==> config.mk <==
export PLATFORM = sky130hd
export DESIGN_NAME = fdiv_ctrl
export DESIGN_NICKNAME = d
export VERILOG_FILES = /design/src/rtl/fdiv_pkg.sv /design/src/rtl/fdiv_core.sv /design/src/rtl/fdiv_ctrl.sv
export SDC_FILE = /design/constraint.sdc
export NUM_CORES = 1
export LEC_CHECK = 0
export CAP_MARGIN = 15
export CORE_ASPECT_RATIO = 0.6
export CORE_MARGIN = 5
export CORE_UTILIZATION = 50
export CTS_BUF_LIST = sky130_fd_sc_hd__clkbuf_8 sky130_fd_sc_hd__clkbuf_16
export DETAILED_ROUTE_END_ITERATION = 7
export GPL_ROUTABILITY_DRIVEN = 0
export PLACE_DENSITY = 0.79
export SETUP_SLACK_MARGIN = 0.15
export SYNTH_ARGS = -nofsm -noshare
export SYNTH_HDL_FRONTEND = slang
export SYNTH_HIERARCHICAL = 1
export SYNTH_SLANG_ARGS = --single-unit
==> constraint.sdc <==
create_clock -name clk -period 3 [get_ports clk]
set_input_delay 0.45 -clock clk [delete_from_list [all_inputs] [get_ports clk]]
set_output_delay 0.45 -clock clk [all_outputs]
set_load 0.05 [all_outputs]
==> src/rtl/fdiv_pkg.sv <==
// Shared definitions for the programmable clock divider: the controller state
// encoding and the smallest ratio that still yields a real clock.
package fdiv_pkg;

    // Controller states: OFF = idle with y low, RUN = dividing,
    // PEND = a new ratio is waiting for the next period boundary.
    typedef enum logic [1:0] {
        OFF  = 2'd0,
        RUN  = 2'd1,
        PEND = 2'd2
    } state_t;

    // A ratio below 2 cannot produce both a high and a low phase.
    localparam int MIN_DIV = 2;

endpackage

==> src/rtl/fdiv_core.sv <==
// Period counter and 50 % duty waveform generator. The controller decides when
// a period starts (restart) and whether the divider keeps running (en). The core
// reports the last cycle of each period (boundary) back to the controller.
module fdiv_core
    import fdiv_pkg::*;
#(
    parameter int W = 16
) (
    input  logic         clk,
    input  logic         rstn,
    input  logic         en,
    input  logic         restart,
    input  logic [W-1:0] active_div,
    output logic         boundary,
    output logic         tick,
    output logic         y
);

    logic [W-1:0] cnt;
    logic [W-1:0] cnt_inc;
    logic [W-1:0] half;
    logic         running;
    logic         p;
    logic         n;

    // The increment is only used off the boundary, where cnt < active_div-1,
    // so it stays within W bits even for the largest ratio.
    assign cnt_inc  = cnt + W'(1);
    assign half     = active_div >> 1;
    // active_div is never below MIN_DIV, so the subtraction cannot wrap.
    assign boundary = running && (cnt == active_div - W'(1));

    // Posedge phase: count through the period, p high for the first floor(D/2) cycles.
    always_ff @(posedge clk or negedge rstn) begin
        if (!rstn) begin
            running <= 1'b0;
            cnt     <= '0;
            p       <= 1'b0;
            tick    <= 1'b0;
        end else if (!en) begin
            running <= 1'b0;
            cnt     <= '0;
            p       <= 1'b0;
            tick    <= 1'b0;
        end else if (restart) begin
            // floor(D/2) >= 1 for any legal ratio, so every period opens high.
            running <= 1'b1;
            cnt     <= '0;
            p       <= 1'b1;
            tick    <= 1'b1;
        end else begin
            cnt     <= cnt_inc;
            p       <= (cnt_inc < half);
            tick    <= 1'b0;
        end
    end

    // Negedge copy of p: stretches the high phase by half a cycle for odd ratios.
    always_ff @(negedge clk or negedge rstn) begin
        if (!rstn) begin
            n <= 1'b0;
        end else begin
            n <= p;
        end
    end

    // Ratio changes only land on a boundary, where p and n are both low, so the
    // odd/even select never switches while y is high.
    assign y = active_div[0] ? (p | n) : p;

endmodule

==> src/rtl/fdiv_ctrl.sv <==
// Run-time programmable clock divider controller. Accepts new ratios over a
// valid/ready port and only applies them at a period boundary so y never glitches.
//
// Handshake: a ratio is transferred on every rising clk edge where cfg_valid
// and cfg_ready are both 1. cfg_ready does not depend on cfg_valid in the same
// cycle. An illegal ratio still completes the transfer and is then dropped,
// reported by cfg_err the following cycle.
module fdiv_ctrl
    import fdiv_pkg::*;
#(
    parameter int W           = 16,
    parameter int DEFAULT_DIV = 4
) (
    input  logic         clk,
    input  logic         rstn,
    input  logic         run,
    input  logic         cfg_valid,
    input  logic [W-1:0] cfg_div,
    output logic         cfg_ready,
    output logic         cfg_err,
    output logic         cfg_done,
    output logic [W-1:0] active_div,
    output logic         tick,
    output logic         y
);

    state_t       state;
    state_t       next_state;
    logic [W-1:0] pend_div;
    logic         boundary;
    logic         hs;
    logic         legal;
    logic         core_en;
    logic         core_restart;

    assign hs    = cfg_valid & cfg_ready;
    assign legal = (cfg_div >= W'(MIN_DIV));

    // Next-state decision, shared by the FSM register and the core controls.
    always_comb begin
        next_state = state;
        case (state)
            OFF: begin
                if (run) next_state = RUN;
            end
            RUN: begin
                // A fresh ratio wins over stopping: it is applied, then run is re-evaluated.
                if (hs && legal)          next_state = PEND;
                else if (boundary && !run) next_state = OFF;
            end
            PEND: begin
                if (boundary) next_state = run ? RUN : OFF;
            end
            default: next_state = OFF;
        endcase
    end

    // Leaving OFF always opens a new period; while running, a new one opens at each boundary.
    assign core_en      = (next_state != OFF);
    assign core_restart = (state == OFF) || boundary;

    // Controller FSM with registered handshake and status outputs.
    always_ff @(posedge clk or negedge rstn) begin
        if (!rstn) begin
            state      <= OFF;
            active_div <= W'(DEFAULT_DIV);
            pend_div   <= W'(DEFAULT_DIV);
            cfg_ready  <= 1'b1;
            cfg_err    <= 1'b0;
            cfg_done   <= 1'b0;
        end else begin
            state     <= next_state;
            cfg_ready <= (next_state != PEND);
            cfg_err   <= hs && !legal;
            cfg_done  <= 1'b0;
            if (state == OFF && hs && legal) begin
                // Nothing is running, so the ratio can take effect immediately.
                active_div <= cfg_div;
                cfg_done   <= 1'b1;
            end
            if (state == RUN && hs && legal) begin
                pend_div <= cfg_div;
            end
            if (state == PEND && boundary) begin
                active_div <= pend_div;
                cfg_done   <= 1'b1;
            end
        end
    end

    fdiv_core #(
        .W (W)
    ) u_core (
        .clk        (clk),
        .rstn       (rstn),
        .en         (core_en),
        .restart    (core_restart),
        .active_div (active_div),
        .boundary   (boundary),
        .tick       (tick),
        .y          (y)
    );

endmodule
# Yosys cells after proc, flatten, opt, wreduce, memory -nomap -nowiden
# Cells that the tools add are included.
# word_totals
in_bits,20
register_bits,57
wordCells,56
# op_classes
n_eq_ne,5
mux,19
reduce_logical,15
n_addsub,2
n_lt_le_gt_ge,2
bitwise,2
# op_table
cell,n
16-bit two-way mux,4
16-bit by 1-bit adder with 16-bit output (second input constant),1
16-bit equality test,1
16-bit by 2-bit >= comparator with 1-bit output (second input constant),1
16-bit by 15-bit < comparator with 1-bit output,1
16-bit by 1-bit subtractor with 16-bit output (second input constant),1
1-bit two-way mux,10
1-bit logical AND,9
2-bit two-way mux,4
2-bit one-hot mux with 3 select lines,1
2-bit inequality test (second input constant),2
2-bit nonzero test,2
2-bit by 1-bit equality test with 1-bit output (second input constant),1
2-bit equality test (second input constant),1
1-bit logical NOT,2
2-bit logical NOT,1
1-bit bitwise AND,1
1-bit logical OR,1
1-bit bitwise OR,1

# Longest topological paths before layout
# Gate-level depths: netlist (run 1).
# depth
word_depth,9
depth_mapped,13
mapped_depth_nobuf,12

# By module
# Netlist (run 1), hierarchy kept.
# modules_own_cells
module,seq_area_each_um2,area_each_um2,instances,cells_per_inst
fdiv_core,500.5,1820.5,1,213
fdiv_ctrl,929.6,1617.8,1,137

==> results.sh, run 1 <==
export IMPL_outcome="finished clean"
export IMPL_initial_core_util_pct=51.5
export IMPL_drt_total_wl_mm=9.74
export IMPL_path_cells="a21o_1, buf_12"
export IMPL_yosys_mux_area_fraction_pct=6.40
export IMPL_synthSimpleGateAreaFrac_pct=19.4
export IMPL_cp_arrival_ns=2.53
export IMPL_crit_type="reg2out"
export IMPL_syn_cell_area_mm2=0.00344
export IMPL_routedWlPerCell_um=19.4
export IMPL_cts_tree="built"
export IMPL_cts_root_buffer="clkbuf_16"
export IMPL_maxCapViolCount=0
export IMPL_finalSetupTns_ns=0
export IMPL_first_global_vias=2885
export IMPL_final_cell_mix="47 x dfrtp_1, 38 x clkdlybuf4s50_1, 33 x nor2_1, 24 x inv_1, 23 x a21oi_1"
export IMPL_slew_viol_final=0
export IMPL_p_per_area_mw_per_mm2=1090
export IMPL_drt_initial_drc_count=255
export IMPL_cp_slowest_cell="dfrtn_1"
export IMPL_routed_via_density=5.95
export IMPL_clk_path_buf_depth=2
export IMPL_grt_overflow=0
export IMPL_worstSkewPairLatency_ns=0.33
export IMPL_hpwl_mm=6.90
export IMPL_io_pins=41
export IMPL_switching_share_pct=42.6
export IMPL_dp_cells=478
export IMPL_leakage_nw=1.91
export IMPL_pwr_share_comb_pct=50.9
export IMPL_yosys_warnings=6
export IMPL_ir_worst_vdd_mv=0.692
export IMPL_final_common_cell="dfrtp_1"
export IMPL_core_mm2=0.00668
export IMPL_start_kind="register"
export IMPL_htreeDepth=3
export IMPL_switchingPower_mw=2.11
export IMPL_finalHoldViolCount=0
export IMPL_p_seq_share_pct=27.9
export IMPL_diodes=0
export IMPL_dieArea_mm2=0.00869
export IMPL_rsz0062_at_grt="true"
export IMPL_pwr_share_clk_pct=21.2
export IMPL_ys_seq_elements=57
export IMPL_cts_buffers=9
export IMPL_die_x_um=117
export IMPL_synth_top_family_by_area="simple AND/OR/NAND/NOR gates"
export IMPL_multi_input_area_mm2=0.00199
export IMPL_worst_pin_slew_ns=0.769
export IMPL_num_vias=2980
export IMPL_detail_route_drc_violations=0
export IMPL_synth_xor_area_share_pct=8.15
export IMPL_rows=23
export IMPL_hp_class="in2async"
export IMPL_yosys_most_used_dff="dfrtp_1"
export IMPL_grt_first_pass_wirelength_mm=15.2
export IMPL_grt_max_degree=57
export IMPL_syn_inst=350
export IMPL_first_pass_iters=5
export IMPL_finClkSkew_ns=0.0111
export IMPL_layoutNonFillerInstCount=501
export IMPL_slowest_delay_ns=0.40
export IMPL_grt_usage_pct=23.2
export IMPL_n_fill_cell=515
export IMPL_cts_sinks=57
export IMPL_area_growth_pct=31.6
export IMPL_async_reset_ff_share_pct=100
export IMPL_max_slew_margin_pct=48.7
export IMPL_synth_edf_count=0
export IMPL_regArea_mm2=0.00144
export IMPL_seq_area_frac_synth_pct=41.6
export IMPL_clkSlewWorstSetupHoldPaths_ns=0.05
export IMPL_finalNetCount=445
export IMPL_path_buf_inv=1
export IMPL_end_kind="output pin"
export IMPL_yosysUniqueCellTypes=57
export IMPL_power_total_mw=4.94
export IMPL_synth_area_per_cell_um2=9.82
export IMPL_layout_drive_gt1_share_pct=23.2
export IMPL_drtAntennaViolNets=0
export IMPL_intPower_mw=2.84
export IMPL_synthAdderAreaFrac_pct=5.82
export IMPL_grt_antenna_before_repair=0
export IMPL_syn_nets=386
export IMPL_synth_compound_area_share_pct=13.6
export IMPL_reg2reg_slack_ns=0.05
export IMPL_setup_viol=0
export IMPL_cp_required_ns=2.55
export IMPL_cp_max_fo=1
export IMPL_fp_dieH_um=74.2
export IMPL_crit_family="flip-flops"
export IMPL_port_buffers=40
what timing repair did:
action                     in CTS  in global routing
gates resized for setup        11                 10
setup endpoints to repair      38                 34
buffers inserted                4                  1
hold buffers                    0                  0
pin swaps                       6                  7
cloned                          0                  2
metrics by stage:
step | area (um2) | setup WS (ns) | util, % | hold WS [ns]
after global routing | 4520 | -0.0731 | 67.7 | 0.406
after detailed placement | 4090 | -0.138 | 61.2 | 0.486
after floorplan | 3540 | 0.0201 | - | 0.154
after global placement | 4090 | -0.0781 | 61.2 | 0.490
after CTS | 4470 | -0.00398 | 66.9 | 0.338
final | 4520 | 0.0161 | 67.7 | 0.306
per-layer routing:
layer | vias up | global-route usage (%) | routed length (um)
met1 | 1477 | 32.9 | 4590
met3 | 10 | 5.20 | 750
met2 | 116 | 36.3 | 4300
met5 | - | 0 | 0
li1 | 1377 | - | -
met4 | 0 | 5.98 | 93
cell families (layout without fill, tap and decap cells):
kind of cell             count (synthesis)  after routing
AND/OR/NAND/NOR                        116            118
AO/OA/AOI/OAI                           73             73
flip-flops                              57             57
buffers and inverters                   39            101
XOR/XNOR                                32             32
multiplexers                            17             17
adder cells (fa/ha/maj)                 16             16
sequential cells by signal, summed over array words and instances (netlist names):
| name | count |
|---|---|
| cfg_done | 1 |
| active_div | 16 |
| u_core/tick | 1 |
| state | 2 |
| cfg_ready | 1 |
| pend_div | 16 |
| cfg_err | 1 |
| u_core/p | 1 |
| u_core/cnt | 16 |
| u_core/running | 1 |
| u_core/n | 1 |
path summary, 6_finish.rpt:
check	cells after the start	endpoint	start
max in group asynchronous	1	u_core/n$_DFF_NN0_	rstn
worst max-delay path	2	y	u_core/n$_DFF_NN0_
min in group clk	1	pend_div[15]$_DFFE_PN0P_	pend_div[15]$_DFFE_PN0P_
worst max register to register	11	u_core/p$_DFF_PN0_	u_core/cnt[12]$_DFF_PN0_
worst min register to register	1	pend_div[15]$_DFFE_PN0P_	pend_div[15]$_DFFE_PN0P_
worst min-delay path	2	active_div[4]$_DFFE_PN0P_	rstn
synthesized netlist by cell type, types with 8 or more instances:
library cell / instances / area, um2
a21oi_1: 26 / 130
a22oi_1: 15 / 113
clkbuf_1: 9 / 33.8
dfrtp_1: 53 / 1330
ha_1: 16 / 200
inv_1: 23 / 86.3
mux2_2: 8 / 90.1
mux2_4: 8 / 120
nand2_1: 8 / 30.0
nand3_1: 12 / 60.1
nor2_1: 34 / 128
nor2b_1: 16 / 100
nor3_1: 9 / 45.0
o21ai_0: 8 / 40.0
xnor2_1: 22 / 193
xor2_1: 10 / 87.6
power by group through the flow:
stage	clock network, mW	logic, mW	registers, mW
2_1_floorplan	0	1.15	1.75
3_3_place_gp	0	2.28	1.36
3_5_place_dp	0	2.33	1.38
4_1_cts	1.06	2.44	1.37
5_1_grt	1.09	2.70	1.41
6_report	1.05	2.51	1.38
layout make-up:
type	instances	area share, %
clock inverter	5	1.22
inverter	23	1.91
timing repair buffer	62	13.2
clock buffer	11	5.59
sequential	57	31.8
tap	87	2.41
multi-input combinational	256	43.9
Note: power is estimated with default switching activity, not from simulation.
==> inputs of run 2 (changes only) <==
- ABC_AREA: default -> 1
- PLACE_DENSITY: 0.79 -> 0.78
==> results.sh, run 2 <==
export IMPL_synth_area_top_cells="dfrtp_1 36%, nand2_1 13%, nor2_1 7.6%"
export IMPL_max_slew_margin_pct=52.8
export IMPL_path_cells="a21o_1, buf_12"
export IMPL_slew_viol_final=0
export IMPL_synth_edf_count=0
export IMPL_cts_sinks=57
export IMPL_htreeDepth=3
export IMPL_hpwl_mm=6.63
export IMPL_setup_viol=0
export IMPL_cp_slowest_cell="dfrtn_1"
export IMPL_ys_seq_elements=57
export IMPL_synth_top_family_by_area="simple AND/OR/NAND/NOR gates"
export IMPL_leakage_nw=2.34
export IMPL_crit_start="u_core/n$_DFF_NN0_"
export IMPL_rsz0062_at_grt="true"
export IMPL_worst_pin_slew_ns=0.708
export IMPL_finalHoldViolCount=0
export IMPL_drtAntennaViolNets=0
export IMPL_yosys_most_used_dff="dfrtp_1"
export IMPL_synthAdderAreaFrac_pct=5.49
export IMPL_synth_xor_area_share_pct=5.25
export IMPL_layout_drive_gt1_share_pct=13.6
export IMPL_switching_share_pct=46.2
export IMPL_crit_family="flip-flops"
export IMPL_worstSkewPairLatency_ns=0.34
export IMPL_intPower_mw=2.52
export IMPL_synth_compound_area_share_pct=7.96
export IMPL_end_kind="output pin"
export IMPL_final_cell_mix="123 x nand2_1, 68 x inv_1, 66 x nor2_1, 49 x dfrtp_1, 40 x nand3_1"
export IMPL_path_buf_inv=1
export IMPL_async_reset_ff_share_pct=100
export IMPL_drt_total_wl_mm=9.18
export IMPL_syn_inst=507
export IMPL_p_seq_share_pct=29.0
export IMPL_port_buffers=40
export IMPL_syn_nets=543
export IMPL_rows=24
export IMPL_cts_hold_buf=0
export IMPL_grt_first_pass_wirelength_mm=15.0
export IMPL_pwr_share_comb_pct=49.2
export IMPL_cts_buffers=9
export IMPL_grt_antenna_before_repair=0
export IMPL_cp_arrival_ns=2.50
export IMPL_diodes=0
export IMPL_io_pins=41
export IMPL_yosysUniqueCellTypes=36
export IMPL_first_pass_iters=5
export IMPL_final_common_cell="nand2_1"
export IMPL_power_total_mw=4.69
export IMPL_yosysMostFrequentCell="nand2_1"
export IMPL_maxCapViolCount=0
export IMPL_start_kind="register"
export IMPL_seq_area_frac_synth_pct=39.2
export IMPL_area_growth_pct=24.6
export IMPL_crit_type="reg2out"
export IMPL_reg_top3="active_div: 16 flops, pend_div: 16 flops, u_core/cnt: 16 flops"
export IMPL_cp_required_ns=2.55
export IMPL_grt_overflow=0
export IMPL_grt_usage_pct=20.6
export IMPL_hp_class="in2async"
export IMPL_slowest_delay_ns=0.38
export IMPL_final_area_mm2=0.00454
export IMPL_fp_dieH_um=76.2
export IMPL_cts_tree="built"
export IMPL_synthDominantCellAreaShare_pct=36.4
export IMPL_drt_initial_drc_count=185
export IMPL_syn_cell_area_mm2=0.00365
export IMPL_pwr_share_clk_pct=21.8
export IMPL_finalNetCount=590
export IMPL_synth_area_per_cell_um2=7.20
export IMPL_yosys_mux_area_fraction_pct=0
export IMPL_clkSlewWorstSetupHoldPaths_ns=0.05
export IMPL_core_mm2=0.00718
export IMPL_detail_route_drc_violations=0
export IMPL_first_global_vias=3132
export IMPL_post_dp_cell_area_mm2=0.00413
export IMPL_yosys_warnings=6
export IMPL_synth_area_leader_cell="dfrtp_1"
export IMPL_routed_via_density=5.13
export IMPL_r2r_start="u_core/cnt[0]$_DFF_PN0_"
export IMPL_num_vias=3332
export IMPL_cp_max_fo=1
export IMPL_dieArea_mm2=0.00916
export IMPL_die_x_um=120
export IMPL_finClkSkew_ns=0.00588
export IMPL_initial_core_util_pct=50.8
export IMPL_cts_root_buffer="clkbuf_16"
export IMPL_clk_path_buf_depth=2
export IMPL_synth_commonest_cells="126 x nand2_1, 74 x nor2_1, 72 x inv_1, 53 x dfrtp_1, 40 x nand3_1"
export IMPL_finalSetupTns_ns=0
export IMPL_switchingPower_mw=2.17
export IMPL_outcome="finished clean"
export IMPL_ir_worst_vdd_mv=0.689
export IMPL_p_per_area_mw_per_mm2=1030
export IMPL_synthSimpleGateAreaFrac_pct=32.1
export IMPL_routedWlPerCell_um=14.1
export IMPL_grt_max_degree=57
[run 2: through the flow]
| stage | setup WS, ns | instances | hold slack [ns] | util, % |
|---|---|---|---|---|
| after floorplan | 0.0618 | 507 | 0.154 | - |
| after global routing | 0.0161 | 650 | 0.366 | 63.3 |
| final | 0.0456 | 650 | 0.294 | 63.3 |
| after CTS | 0.0315 | 643 | 0.321 | 61.7 |
| after detailed placement | 0.215 | 627 | 0.468 | 57.6 |
| after global placement | 0.401 | 627 | 0.463 | 57.6 |
[run 2: final cells by class]
class	instances	area, um2
Clock buffer	10	239
Clock inverter	6	58.8
Fill cell	636	2630
Inverter	77	292
Multi-Input combinational cell	361	1940
Sequential cell	57	1440
Tap cell	91	114
Timing Repair Buffer	48	465
[run 2: path summary, 6_finish.rpt]
check | end | slack (ns) | cells after the start
min in group clk | pend_div[2]$_DFFE_PN1P_ | 0.47 | 2
setup / recovery | y | 0.05 | 2
max in group asynchronous | u_core/n$_DFF_NN0_ | 1.59 | 1
hold reg to reg | pend_div[2]$_DFFE_PN1P_ | 0.47 | 2
hold / removal | pend_div[3]$_DFFE_PN0P_ | 0.29 | 2
setup reg to reg | u_core/p$_DFF_PN0_ | 0.23 | 13
[run 2: power by group through the flow]
| stage | registers [mW] | clock network, mW | logic (mW) |
|---|---|---|---|
| final | 1.36 | 1.02 | 2.31 |
| after detailed placement | 1.37 | 0 | 2.13 |
| after global placement | 1.36 | 0 | 2.05 |
| after CTS | 1.36 | 1.05 | 2.14 |
| after global routing | 1.40 | 1.09 | 2.51 |
| after floorplan | 1.70 | 0 | 1.18 |
[run 2: per-layer routing]
| metal | vias to the layer above | global-route usage [%] | share of wire (%) |
|---|---|---|---|
| li1 | 1677 | - | - |
| met1 | 1562 | 28.1 | 49 |
| met2 | 79 | 31.8 | 44 |
| met3 | 14 | 6.90 | 5.3 |
| met4 | 0 | 5.20 | 1.2 |
| met5 | - | 0 | 0 |
[run 2: cells by family (layout without fill, tap and decap cells)]
group / count (synthesis) / after routing
buf+inv: 90 / 141
simple gates: 268 / 269
flops: 57 / 57
xor+xnor: 21 / 21
fa+ha+maj: 16 / 16
compound gates: 55 / 55
[run 2: repair_timing]
| action | 4_1_cts | 5_1_grt |
|---|---|---|
| endpoints found under the setup margin | 1 | 23 |
| gates resized for setup | 0 | 22 |
| gates cloned | 0 | 1 |
| pin swaps | 1 | 12 |
| buffers inserted | 0 | 6 |
